`src/rtl/div_unit_pkg.sv`:
```
// Shared constants for the EX-stage divider.
//   RESET_ENABLE      : level of rst that means "in reset"
//   StallBus          : pipeline stall bus type (PC/IF/ID/EX/MEM/WB)
//   div_state_t       : divider FSM encodings, DivFree must stay 2'b00
//   DivStart/DivStop  : div_start levels
//   DivResultReady/DivResultNotReady : ready levels
package div_unit_pkg;

  localparam logic RESET_ENABLE = 1'b1;

  typedef logic [5:0] StallBus;

  typedef enum logic [1:0] {
    DivFree   = 2'b00,
    DivByZero = 2'b01,
    DivOn     = 2'b10,
    DivEnd    = 2'b11
  } div_state_t;

  localparam logic DivStart          = 1'b1;
  localparam logic DivStop           = 1'b0;
  localparam logic DivResultReady    = 1'b1;
  localparam logic DivResultNotReady = 1'b0;

endpackage

```
`src/rtl/div_unit.sv`:
```
// Multi-cycle radix-2 restoring divider for DIV/DIVU.
// Ports:
//   clk        : clock, rising edge
//   rst        : synchronous active-high reset
//   div_start  : divide request, held by EX until ready
//   signed_div : 1 = signed, 0 = unsigned
//   opdata1    : dividend
//   opdata2    : divisor
//   annul      : abort current operation
//   result     : {remainder, quotient}
//   ready      : result valid (registered)
//   stallreq   : stall request to the pipeline controller (combinational)
module div_unit
  import div_unit_pkg::*;
#(
  parameter int WIDTH = 32,
  parameter int CNT_W = 6
) (
  input  logic               clk,
  input  logic               rst,
  input  logic               div_start,
  input  logic               signed_div,
  input  logic [WIDTH-1:0]   opdata1,
  input  logic [WIDTH-1:0]   opdata2,
  input  logic               annul,
  output logic [2*WIDTH-1:0] result,
  output logic               ready,
  output logic               stallreq
);

  div_state_t       state_reg;
  logic [CNT_W-1:0] cnt_reg;
  logic [WIDTH-1:0] rem_reg;     // partial remainder
  logic [WIDTH-1:0] dvd_reg;     // dividend bits shifting out, quotient bits shifting in
  logic [WIDTH-1:0] dvs_reg;     // |divisor|
  logic             sign_a_reg;
  logic             sign_b_reg;
  logic             signed_reg;

  // Magnitudes of the incoming operands; only signed negatives are negated.
  logic [WIDTH-1:0] abs_a;
  logic [WIDTH-1:0] abs_b;
  assign abs_a = (signed_div && opdata1[WIDTH-1]) ? -opdata1 : opdata1;
  assign abs_b = (signed_div && opdata2[WIDTH-1]) ? -opdata2 : opdata2;

  // One restoring step: shift the next dividend bit into the remainder and
  // try subtracting the divisor. trial[WIDTH] set means the subtraction
  // went negative and the old (shifted) remainder is kept.
  logic [WIDTH:0]   rem_shift;
  logic [WIDTH:0]   trial;
  logic [WIDTH-1:0] step_rem;
  logic [WIDTH-1:0] step_dvd;
  assign rem_shift = {rem_reg, dvd_reg[WIDTH-1]};
  assign trial     = rem_shift - {1'b0, dvs_reg};
  assign step_rem  = trial[WIDTH] ? rem_shift[WIDTH-1:0] : trial[WIDTH-1:0];
  assign step_dvd  = {dvd_reg[WIDTH-2:0], ~trial[WIDTH]};

  // Sign fixup after the last step. The most negative dividend over -1
  // wraps back to itself, which is the intended no-trap behaviour.
  logic [WIDTH-1:0] fix_q;
  logic [WIDTH-1:0] fix_r;
  assign fix_q = (signed_reg && (sign_a_reg ^ sign_b_reg)) ? -dvd_reg : dvd_reg;
  assign fix_r = (signed_reg && sign_a_reg) ? -rem_reg : rem_reg;

  assign stallreq = div_start & ~ready & ~annul;

  always_ff @(posedge clk) begin
    if (rst == RESET_ENABLE) begin
      state_reg  <= DivFree;
      cnt_reg    <= '0;
      rem_reg    <= '0;
      dvd_reg    <= '0;
      dvs_reg    <= '0;
      sign_a_reg <= 1'b0;
      sign_b_reg <= 1'b0;
      signed_reg <= 1'b0;
      result     <= '0;
      ready      <= DivResultNotReady;
    end else begin
      case (state_reg)
        DivFree: begin
          ready  <= DivResultNotReady;
          result <= '0;
          if (div_start == DivStart && !annul) begin
            if (opdata2 == '0) begin
              state_reg <= DivByZero;
            end else begin
              state_reg  <= DivOn;
              cnt_reg    <= '0;
              rem_reg    <= '0;
              dvd_reg    <= abs_a;
              dvs_reg    <= abs_b;
              sign_a_reg <= opdata1[WIDTH-1];
              sign_b_reg <= opdata2[WIDTH-1];
              signed_reg <= signed_div;
            end
          end
        end
        DivByZero: begin
          state_reg <= DivEnd;
          result    <= '0;
          ready     <= DivResultReady;
        end
        DivOn: begin
          if (annul) begin
            state_reg <= DivFree;
            ready     <= DivResultNotReady;
          end else if (cnt_reg != CNT_W'(WIDTH)) begin
            rem_reg <= step_rem;
            dvd_reg <= step_dvd;
            cnt_reg <= cnt_reg + 1'b1;
          end else begin
            result    <= {fix_r, fix_q};
            ready     <= DivResultReady;
            state_reg <= DivEnd;
            cnt_reg   <= '0;
          end
        end
        DivEnd: begin
          // Result is held until EX drops the request.
          if (div_start == DivStop || annul) begin
            state_reg <= DivFree;
            ready     <= DivResultNotReady;
            result    <= '0;
          end
        end
        default: state_reg <= DivFree;
      endcase
    end
  end

endmodule

```
`config.mk`:
```
export PLATFORM = sky130hd
export DESIGN_NAME = div_unit
export DESIGN_NICKNAME = d
export VERILOG_FILES = /design/src/rtl/div_unit_pkg.sv /design/src/rtl/div_unit.sv
export SDC_FILE = /design/constraint.sdc
export NUM_CORES = 1
export LEC_CHECK = 0
export BUFFER_PORTS_ARGS = -buffer_cell sky130_fd_sc_hd__buf_2
export CAP_MARGIN = 0
export CELL_PAD_IN_SITES_DETAIL_PLACEMENT = 1
export CELL_PAD_IN_SITES_GLOBAL_PLACEMENT = 1
export CORE_ASPECT_RATIO = 0.9
export CORE_MARGIN = 3
export CORE_UTILIZATION = 47
export CTS_CLUSTER_SIZE = 8
export DETAILED_ROUTE_END_ITERATION = 7
export GPL_TIMING_DRIVEN = 0
export HOLD_SLACK_MARGIN = 0.06
export PLACE_DENSITY = 0.82
export RECOVER_POWER = 25
export SLEW_MARGIN = 20
export SYNTH_ARGS = -nofsm -noshare
export SYNTH_HDL_FRONTEND = slang
export SYNTH_SLANG_ARGS = --single-unit
```
`constraint.sdc`:
```
create_clock -name clk -period 5.6 [get_ports clk]
set_clock_uncertainty 0.05 [all_clocks]
set_input_delay 0.28 -clock clk [delete_from_list [all_inputs] [get_ports clk]]
set_output_delay 0.28 -clock clk [all_outputs]
set_load 0.02 [all_outputs]
```
==> flow_summary.yaml, run 1 <==
synthesis:
  syn_nets: 1543
  syn_inst: 1430
  dominantRegCellSynth: "dfxtp_1"
  synth_warnings: 0
  synth_most_common_cell: "nand2_1"
  yosys-top-cells-count: "nand2_1, dfxtp_1, nor2_1"
  synth_area_um2: 10960
  synthArstFlopShare: 0
  ys_seq_area_frac: 0.3143
  synth_enable_flop_cells: 0
  synthTopCellsByArea: "dfxtp_1, xnor2_1, nand2_1"
  synth.avg_cell_area_um2: 7.661
  ys_ff_latch: 172
  yosys.area.top_type: "dfxtp_1"
  synth_top_area_frac: 0.3143
  yosys.cell_types.count: 70
global_routing:
  grtUsageTotal: 0.2941
  antenna_found_initial: 0
  grt_max_degree: 19
  grt_overflow: 0
  grt_pass1_wl_um: 60070
  grt_pass1_vias: 10948
clock_tree:
  clk-insertion-delay-late_ns: 0.44
  post_cts_buffers: 0
  tritoncts: "yes"
  clock-sinks: 172
  root_buffer: "clkbuf_16"
  clock_path_buffers: 2
  numCtsBuffers: 17
  postCtsHoldBufs: 0
  clk_pin_slew_worst_paths_ns: 0.07
  cts_resized: 0
  h-tree-depth: 4
detailed_routing:
  wl_met1_um: 18500
  wl_met2_um: 16760
  drc: 0
  drt_first_iter_violations: 719
  antenna_left: 0
  drt-total-wl_um: 37820
  routedWlPerCell_um: 19.99
  route.met3.wl_um: 2095
  top_layer_used: "met4"
  via_per_inst: 5.874
  dr.pass1.iters: 5
  dr_total_vias: 11113
floorplanning:
  boundaryPins: 135
  start_util: 0.4825
  die_area_um2: 25180
  die_w_um: 166.9
  core_um2: 22710
  rows: 52
  die_h_um: 150.8
pwr:
  p_leak_nw: 5.036
  peakVddDrop_uv: 226.5
  p_per_area_nw_per_um2: 332.8
job:
  cap_violations: 0
final_layout:
  synthToLayoutAreaGrowth_pct: 14.28
  stdcell_count: 1892
  nNetsFinal: 1695
  regArea_um2: 3443
  multi_input_area_um2: 6960
  n_antenna_cell: 0
  largest-register: "result"
  largest_reg_flops: 64
  n_fill_cell: 2941
  drive_above_1_share: 0.08464
sta:
  final.min_clock_period_ns: 4.432
  setup_violations: 0
  setup-tns-final_ns: 0
  relSlewSlack: 0.4472
  max_freq_mhz: 225.6
  finalCritPeriodShare: 0.7915
  finalMaxSlewViolations: 0
  whs_ns: 0.1445
  rsz0062_at_grt: "false"
  worst_pin_slew_ns: 0.8274
  hold_violations: 0
critical_path:
  required_ns: 5.85
  path_class: "register to register"
  path_max_fanout: 10
  cp-end-kind: "register"
  arrival_ns: 4.68
  cp-startpoint: "dvd_reg[31]"
  worstSetupStartpointType: "register"
  r2r_start: "dvd_reg[31]"
placement:
  port_buffers: 133
  place_congestion: 0.9328
  dp_cells: 1860
  hpwl_um: 29350
status:
  status: "completed"
hold_path:
  worstHoldPathType: "primary input to register"
  worstHoldStart: "opdata2[1]"
-- worst max-delay path: stages (launching register included) --
cell	delay [ns]
dfxtp_1	0.40
inv_1	0.10
ha_1	0.24
fa_1	0.41
nand2b_1	0.19
a21oi_1	0.30
o21ai_0	0.29
a211oi_1	0.70
o21ai_0	0.18
nand3_1	0.12
o211a_1	0.23
buf_2	0.34
buf_2	0.37
mux2i_1	0.25
o21ai_0	0.12
-- cell usage in the layout (no fill, tap or decap), types with 10 or more instances in the layout --
cell	Yosys	routed
nand2b_1	10	10
a211oi_1	31	31
a22o_1	19	19
or3_1	15	15
xor2_1	66	66
clkbuf_16	0	17
dfxtp_1	172	172
a21oi_1	112	112
ha_1	43	43
o31ai_1	22	22
mux2i_1	31	31
nor4_1	11	11
nand3_1	17	17
a21o_1	11	11
a22oi_1	42	42
nor2_1	158	158
clkbuf_1	72	131
nor3_1	28	28
inv_1	57	57
xnor2_1	78	78
nor2b_1	10	10
nand2_1	175	175
o21ai_0	115	115
buf_2	12	86
-- per-stage QoR --
| step | utilization | total power [mW] | setup slack [ns] | cell area, um2 |
|---|---|---|---|---|
| after global placement | 0.5282 | 2.869 | 1.466 | 11990 |
| after CTS | 0.5546 | 4.153 | 1.303 | 12590 |
| after detailed placement | 0.5282 | 2.921 | 1.388 | 11990 |
| after floorplan | - | 2.473 | 2.481 | 10960 |
| final | 0.5514 | 4.167 | 1.168 | 12520 |
| after global routing | 0.5514 | 4.397 | 1.049 | 12520 |
-- power breakdown --
part	internal (mW)	switching [mW]	total (mW)	leakage [nW]
sequential	1.31	0.108	1.42	1.39
clock	0.640	0.588	1.23	0.288
combinational	0.519	0.996	1.52	3.35
total	2.47	1.69	4.17	5.04
-- cell families (layout without fill, tap and decap cells) --
family | Yosys count | after routing | synth area share
and+or+nand+nor | 480 | 480 | 0.2007
buffers and inverters | 143 | 308 | 0.05037
muxes | 32 | 32 | 0.02935
adders and majority gates | 44 | 44 | 0.05094
xor gates and xnor gates | 144 | 144 | 0.1151
DFF | 172 | 172 | 0.3143
AOI/OAI and AO/OA | 415 | 415 | 0.2393
-- final cells by class --
class                   instances  area share
clock inverters                15     0.01399
multi-input cells            1115      0.5560
well taps                     297     0.02968
plain buffers                  86     0.02698
flip-flops and latches        172      0.2750
inverters                      57     0.01709
clock buffers                  17     0.03398
repair buffers                133     0.04727
-- routing by layer --
metal / vias up / track usage
met4: 0 / 0.06474
met5: - / 0
met3: 32 / 0.03862
met2: 300 / 0.4642
li1: 5361 / -
met1: 5420 / 0.4312
-- worst paths after layout --
kind                               endpoint  slack [ns]  cells past startpoint
worst max-delay path            rem_reg[20]        1.17                     14
worst min-delay path             dvs_reg[1]        0.14                      3
worst max register to register  rem_reg[20]        1.17                     14
worst min register to register   result[27]        0.43                      1
Note: power is estimated with default switching activity, not from simulation.
==> inputs of run 2 (changes only) <==
Settings changed: CORE_UTILIZATION 47 to 44, PLACE_DENSITY 0.82 to 0.78.
Clock period 5.6 ns to 4.21 ns, I/O delays scaled along.
==> flow_summary.yaml, run 2 (synthesis results as in run 1) <==
status:
  status: "completed"
pwr:
  p_leak_nw: 5.038
  internal-power_mw: 3.233
  sequentialPowerShare: 0.344
  p_per_area_nw_per_um2: 435.9
  pwr-share-clk: 0.289
  switching_share: 0.4107
  switchingPower_mw: 2.254
  comb_power_share: 0.366
  peakVddDrop_uv: 242.1
detailed_routing:
  via_per_inst: 5.724
  antenna_left: 0
  drc: 0
  routedWlPerCell_um: 19.59
  dr.pass1.iters: 5
  drt-total-wl_um: 37890
  drt_first_iter_violations: 645
  dr_total_vias: 11070
placement:
  preCtsSetupSlack_ns: 0.01933
  hpwl_um: 29600
  place_congestion: 0.8966
  port_buffers: 133
  dp_cells: 1899
clock_tree:
  h-tree-depth: 4
  tritoncts: "yes"
  root_buffer: "clkbuf_16"
  clk-insertion-delay-late_ns: 0.44
  clk_pin_slew_worst_paths_ns: 0.07
  clock_path_buffers: 2
  clock-sinks: 172
  numCtsBuffers: 17
  post_cts_buffers: 0
global_routing:
  grt_pass1_vias: 11044
  grt_overflow: 0
  grt_max_degree: 19
  grtUsageTotal: 0.2812
  grt_pass1_wl_um: 60120
  antenna_found_initial: 1
floorplanning:
  rows: 54
  core_um2: 24390
  die_w_um: 172.3
  die_area_um2: 26830
  die_h_um: 155.7
  start_util: 0.4492
  boundaryPins: 135
sta:
  rsz0062_at_grt: "false"
  setup_violations: 0
  whs_ns: 0.07710
  relSlewSlack: 0.4699
  max_freq_mhz: 250.1
  finalCritPeriodShare: 0.9499
  finalMaxSlewViolations: 0
  hold_violations: 0
  fin_ws_ns: 0.2109
  worst_pin_slew_ns: 0.7951
  final.min_clock_period_ns: 3.999
  setup-tns-final_ns: 0
critical_path:
  reg2reg_depth: 14
  arrival_ns: 4.25
  path_class: "register to register"
  worstReg2RegEnd: "rem_reg[26]"
  r2r_start: "dvd_reg[31]"
  worstSetupStartpointType: "register"
  cp-end-kind: "register"
  required_ns: 4.46
  reg2reg_setup_slack_ns: 0.21
  path_max_fanout: 10
final_layout:
  n_antenna_cell: 0
  stdcell_count: 1934
  final_common_cell: "nand2_1"
  largest_reg_flops: 64
  largest-register: "result"
  drive_above_1_share: 0.08573
  final_util: 0.5160
  final_cell_mix: "nand2_1, dfxtp_1, nor2_1"
  synthToLayoutAreaGrowth_pct: 14.88
  nNetsFinal: 1698
hold_path:
  whs_path_depth: 3
  worstHoldStart: "opdata2[22]"
  min_to: "dvs_reg[22]"
  worstHoldPathType: "primary input to register"
job:
  cap_violations: 0
-- run 2: changes by cell type in the layout (fill, tap and decap cells not counted), sizes merged --
cell	delta
buf	-2
bufinv	-1
clkbuf	+2
clkinvlp	+2
dlygate4sd3	+3
inv	-1
-- run 2: per-stage QoR --
step,instance area (um2),power (mW)
after floorplan,10960,3.290
after global placement,12040,3.831
after detailed placement,12040,3.892
after CTS,12660,5.478
after global routing,12590,5.827
final,12590,5.487
-- run 2: cell type report --
cell class                 count  area, um2
buffer                        86      341.6
inverter                      57      214.0
clock inverter                15      153.9
tap                          336      420.4
clock buffer                  17      425.4
timing repair buffer         136      621.8
fill                        3162      11810
sequential                   172       3443
multi-input combinational   1115       6965
-- run 2: metal layers --
metal / up-vias / part of all wire / GRT usage
li1: 5350 / - / -
met1: 5388 / 0.49 / 0.4139
met2: 283 / 0.44 / 0.4331
met3: 47 / 0.054 / 0.04383
met4: 2 / 0.016 / 0.06461
met5: - / 0.00037 / 0
-- run 2: how the worst max path moves through the flow --
stage                     start          end  slack, ns  cells past startpoint
floorplan           dvd_reg[31]  rem_reg[22]       1.09                     14
global placement    dvd_reg[31]  rem_reg[14]    -0.0009                     14
detailed placement  dvd_reg[31]  rem_reg[14]       0.02                     14
CTS                 dvd_reg[31]  rem_reg[14]       0.20                     14
global route        dvd_reg[31]   rem_reg[2]       0.02                     14
finish              dvd_reg[31]  rem_reg[26]       0.21                     14
-- run 2: worst max-delay path: stages (launching register included) --
cell and delay [ns]:
dfxtp_1 0.40, inv_1 0.10, ha_1 0.24, fa_1 0.41
nand2b_1 0.18, a21oi_1 0.28, o21ai_0 0.30, a211oi_2 0.43
o21ai_0 0.15, nand3_1 0.09, o211a_1 0.20, buf_2 0.34
buf_2 0.37, mux2i_1 0.23, o21ai_0 0.09
-- run 2: timing repair --
action	4_1_cts	5_1_grt
hold buffers	3	0
endpoints found under the hold margin	3	0
resized for setup	1	2
pin swaps	0	1
setup endpoints to repair	1	9
-- run 2: power groups by stage --
stage / logic [mW] / registers (mW) / clock network (mW)
after floorplan: 1.41 / 1.88 / 0
after global placement: 1.92 / 1.91 / 0
after detailed placement: 1.97 / 1.92 / 0
after CTS: 2.00 / 1.89 / 1.60
after global routing: 2.24 / 1.91 / 1.68
final: 2.01 / 1.89 / 1.59
==> inputs of run 3 (changes only) <==
Settings changed: RECOVER_POWER 25 to unset.
==> flow_summary.yaml, run 3 (synthesis results as in run 1) <==
status:
  status: "completed"
sta:
  hold_violations: 0
  relSlewSlack: 0.4674
  rsz0062_at_grt: "false"
  setup_violations: 0
  max_freq_mhz: 250.7
  finalMaxSlewViolations: 0
  worst_pin_slew_ns: 0.7990
  final.min_clock_period_ns: 3.989
  fin_ws_ns: 0.2209
  finalCritPeriodShare: 0.9475
floorplanning:
  rows: 54
  die_h_um: 155.7
  die_area_um2: 26830
  start_util: 0.4492
  die_w_um: 172.3
  core_um2: 24390
  boundaryPins: 135
detailed_routing:
  dr.pass1.iters: 5
  drt-total-wl_um: 37860
  antenna_left: 0
  drt_first_iter_violations: 673
  routedWlPerCell_um: 19.58
  dr_total_vias: 11028
  via_per_inst: 5.702
  drc: 0
global_routing:
  grtUsageTotal: 0.2812
  grt_pass1_wl_um: 60120
  antenna_found_initial: 1
  grt_max_degree: 19
  grt_overflow: 0
  grt_pass1_vias: 11044
critical_path:
  required_ns: 4.47
  r2r_start: "dvd_reg[31]"
  reg2reg_setup_slack_ns: 0.22
  path_max_fanout: 10
  path_class: "register to register"
  cp-end-kind: "register"
  reg2reg_depth: 14
  arrival_ns: 4.25
  worstReg2RegEnd: "rem_reg[26]"
  worstSetupStartpointType: "register"
clock_tree:
  clk-insertion-delay-late_ns: 0.44
  clock_path_buffers: 2
  post_cts_buffers: 0
  root_buffer: "clkbuf_16"
  h-tree-depth: 4
  clock-sinks: 172
  numCtsBuffers: 17
  tritoncts: "yes"
  clk_pin_slew_worst_paths_ns: 0.07
placement:
  hpwl_um: 29600
  port_buffers: 133
  place_congestion: 0.8966
  preCtsSetupSlack_ns: 0.01933
  place_area_um2: 12040
pwr:
  comb_power_share: 0.367
  switching_share: 0.4107
  switchingPower_mw: 2.254
  internal-power_mw: 3.233
  peakVddDrop_uv: 239.5
  finalPower_mw: 5.487
  p_leak_nw: 5.298
  pwr-share-clk: 0.289
  p_per_area_nw_per_um2: 433.4
  sequentialPowerShare: 0.345
final_layout:
  largest-register: "result"
  nNetsFinal: 1698
  final_cell_mix: "nand2_1, dfxtp_1, nor2_1"
  largest_reg_flops: 64
  synthToLayoutAreaGrowth_pct: 15.55
  n_fill_cell: 3140
  final_common_cell: "nand2_1"
  n_antenna_cell: 0
  final_area_um2: 12660
  drive_above_1_share: 0.1227
hold_path:
  worstHoldStart: "opdata2[22]"
  min_to: "dvs_reg[22]"
  worstHoldPathType: "primary input to register"
  whs_path_depth: 3
job:
  cap_violations: 0
-- run 3: cell count changes in the layout (fill, tap and decap cells not counted), sizes merged --
cell    change
clkbuf     -59
buf        +59
-- run 3: worst max path at each step --
stage                      startpoint          end  slack [ns]  cells after the start
after CTS                 dvd_reg[31]  rem_reg[14]        0.20                     14
after floorplan           dvd_reg[31]  rem_reg[22]        1.09                     14
after global routing      dvd_reg[31]   rem_reg[2]        0.02                     14
final                     dvd_reg[31]  rem_reg[26]        0.22                     14
after global placement    dvd_reg[31]  rem_reg[14]     -0.0009                     14
after detailed placement  dvd_reg[31]  rem_reg[14]        0.02                     14
-- run 3: power by group through the flow --
stage | Combinational, mW | Sequential (mW) | Clock, mW
finish | 2.01 | 1.89 | 1.58
CTS | 2.00 | 1.89 | 1.60
detailed placement | 1.97 | 1.92 | 0
floorplan | 1.41 | 1.88 | 0
global route | 2.24 | 1.91 | 1.68
global placement | 1.92 | 1.91 | 0
-- run 3: what timing repair did --
item | in CTS | in global routing
setup endpoints to repair | 1 | 9
hold buffers | 3 | 0
pin swaps | 0 | 1
endpoints found under the hold margin | 3 | 0
resized for setup | 1 | 2
-- run 3: area by class of cell --
cell class	count	area, um2	area share
Tap cell	336	420.4	0.03321
Clock inverter	15	153.9	0.01216
Inverter	57	214.0	0.01690
Multi-Input combinational cell	1115	6965	0.5502
Clock buffer	17	425.4	0.03360
Timing Repair Buffer	136	695.7	0.05495
Buffer	86	341.6	0.02698
Sequential cell	172	3443	0.2720
-- run 3: through the flow --
| step | utilization | cells | setup TNS, ns | hold slack [ns] |
|---|---|---|---|---|
| after floorplan | - | 1430 | 0 | 0.3078 |
| after global placement | 0.4937 | 1899 | -0.0009104 | 0.4029 |
| after detailed placement | 0.4937 | 1899 | 0 | 0.4046 |
| after CTS | 0.5189 | 1934 | 0 | 0.06218 |
| after global routing | 0.5190 | 1934 | 0 | 0.08722 |
| final | 0.5190 | 1934 | 0 | 0.07665 |
-- run 3: worst max-delay path: stages (launching register included) --
cell and delay [ns]:
dfxtp_1 0.40, inv_1 0.10, ha_1 0.24, fa_1 0.41, nand2b_1 0.18, a21oi_1 0.28, o21ai_0 0.30, a211oi_2 0.43
o21ai_0 0.15, nand3_1 0.09, o211a_1 0.20, buf_2 0.34, buf_2 0.36, mux2i_1 0.23, o21ai_0 0.09
-- run 3: routing by layer --
metal  vias to the layer above  wire length, um  share of wire  track usage
met1                      5366            18650           0.49       0.4139
met3                        43             2012          0.053      0.04383
met4                         2              585          0.015      0.06461
met2                       277            16600           0.44       0.4331
li1                       5340                -              -            -
met5                         -               14        0.00037            0
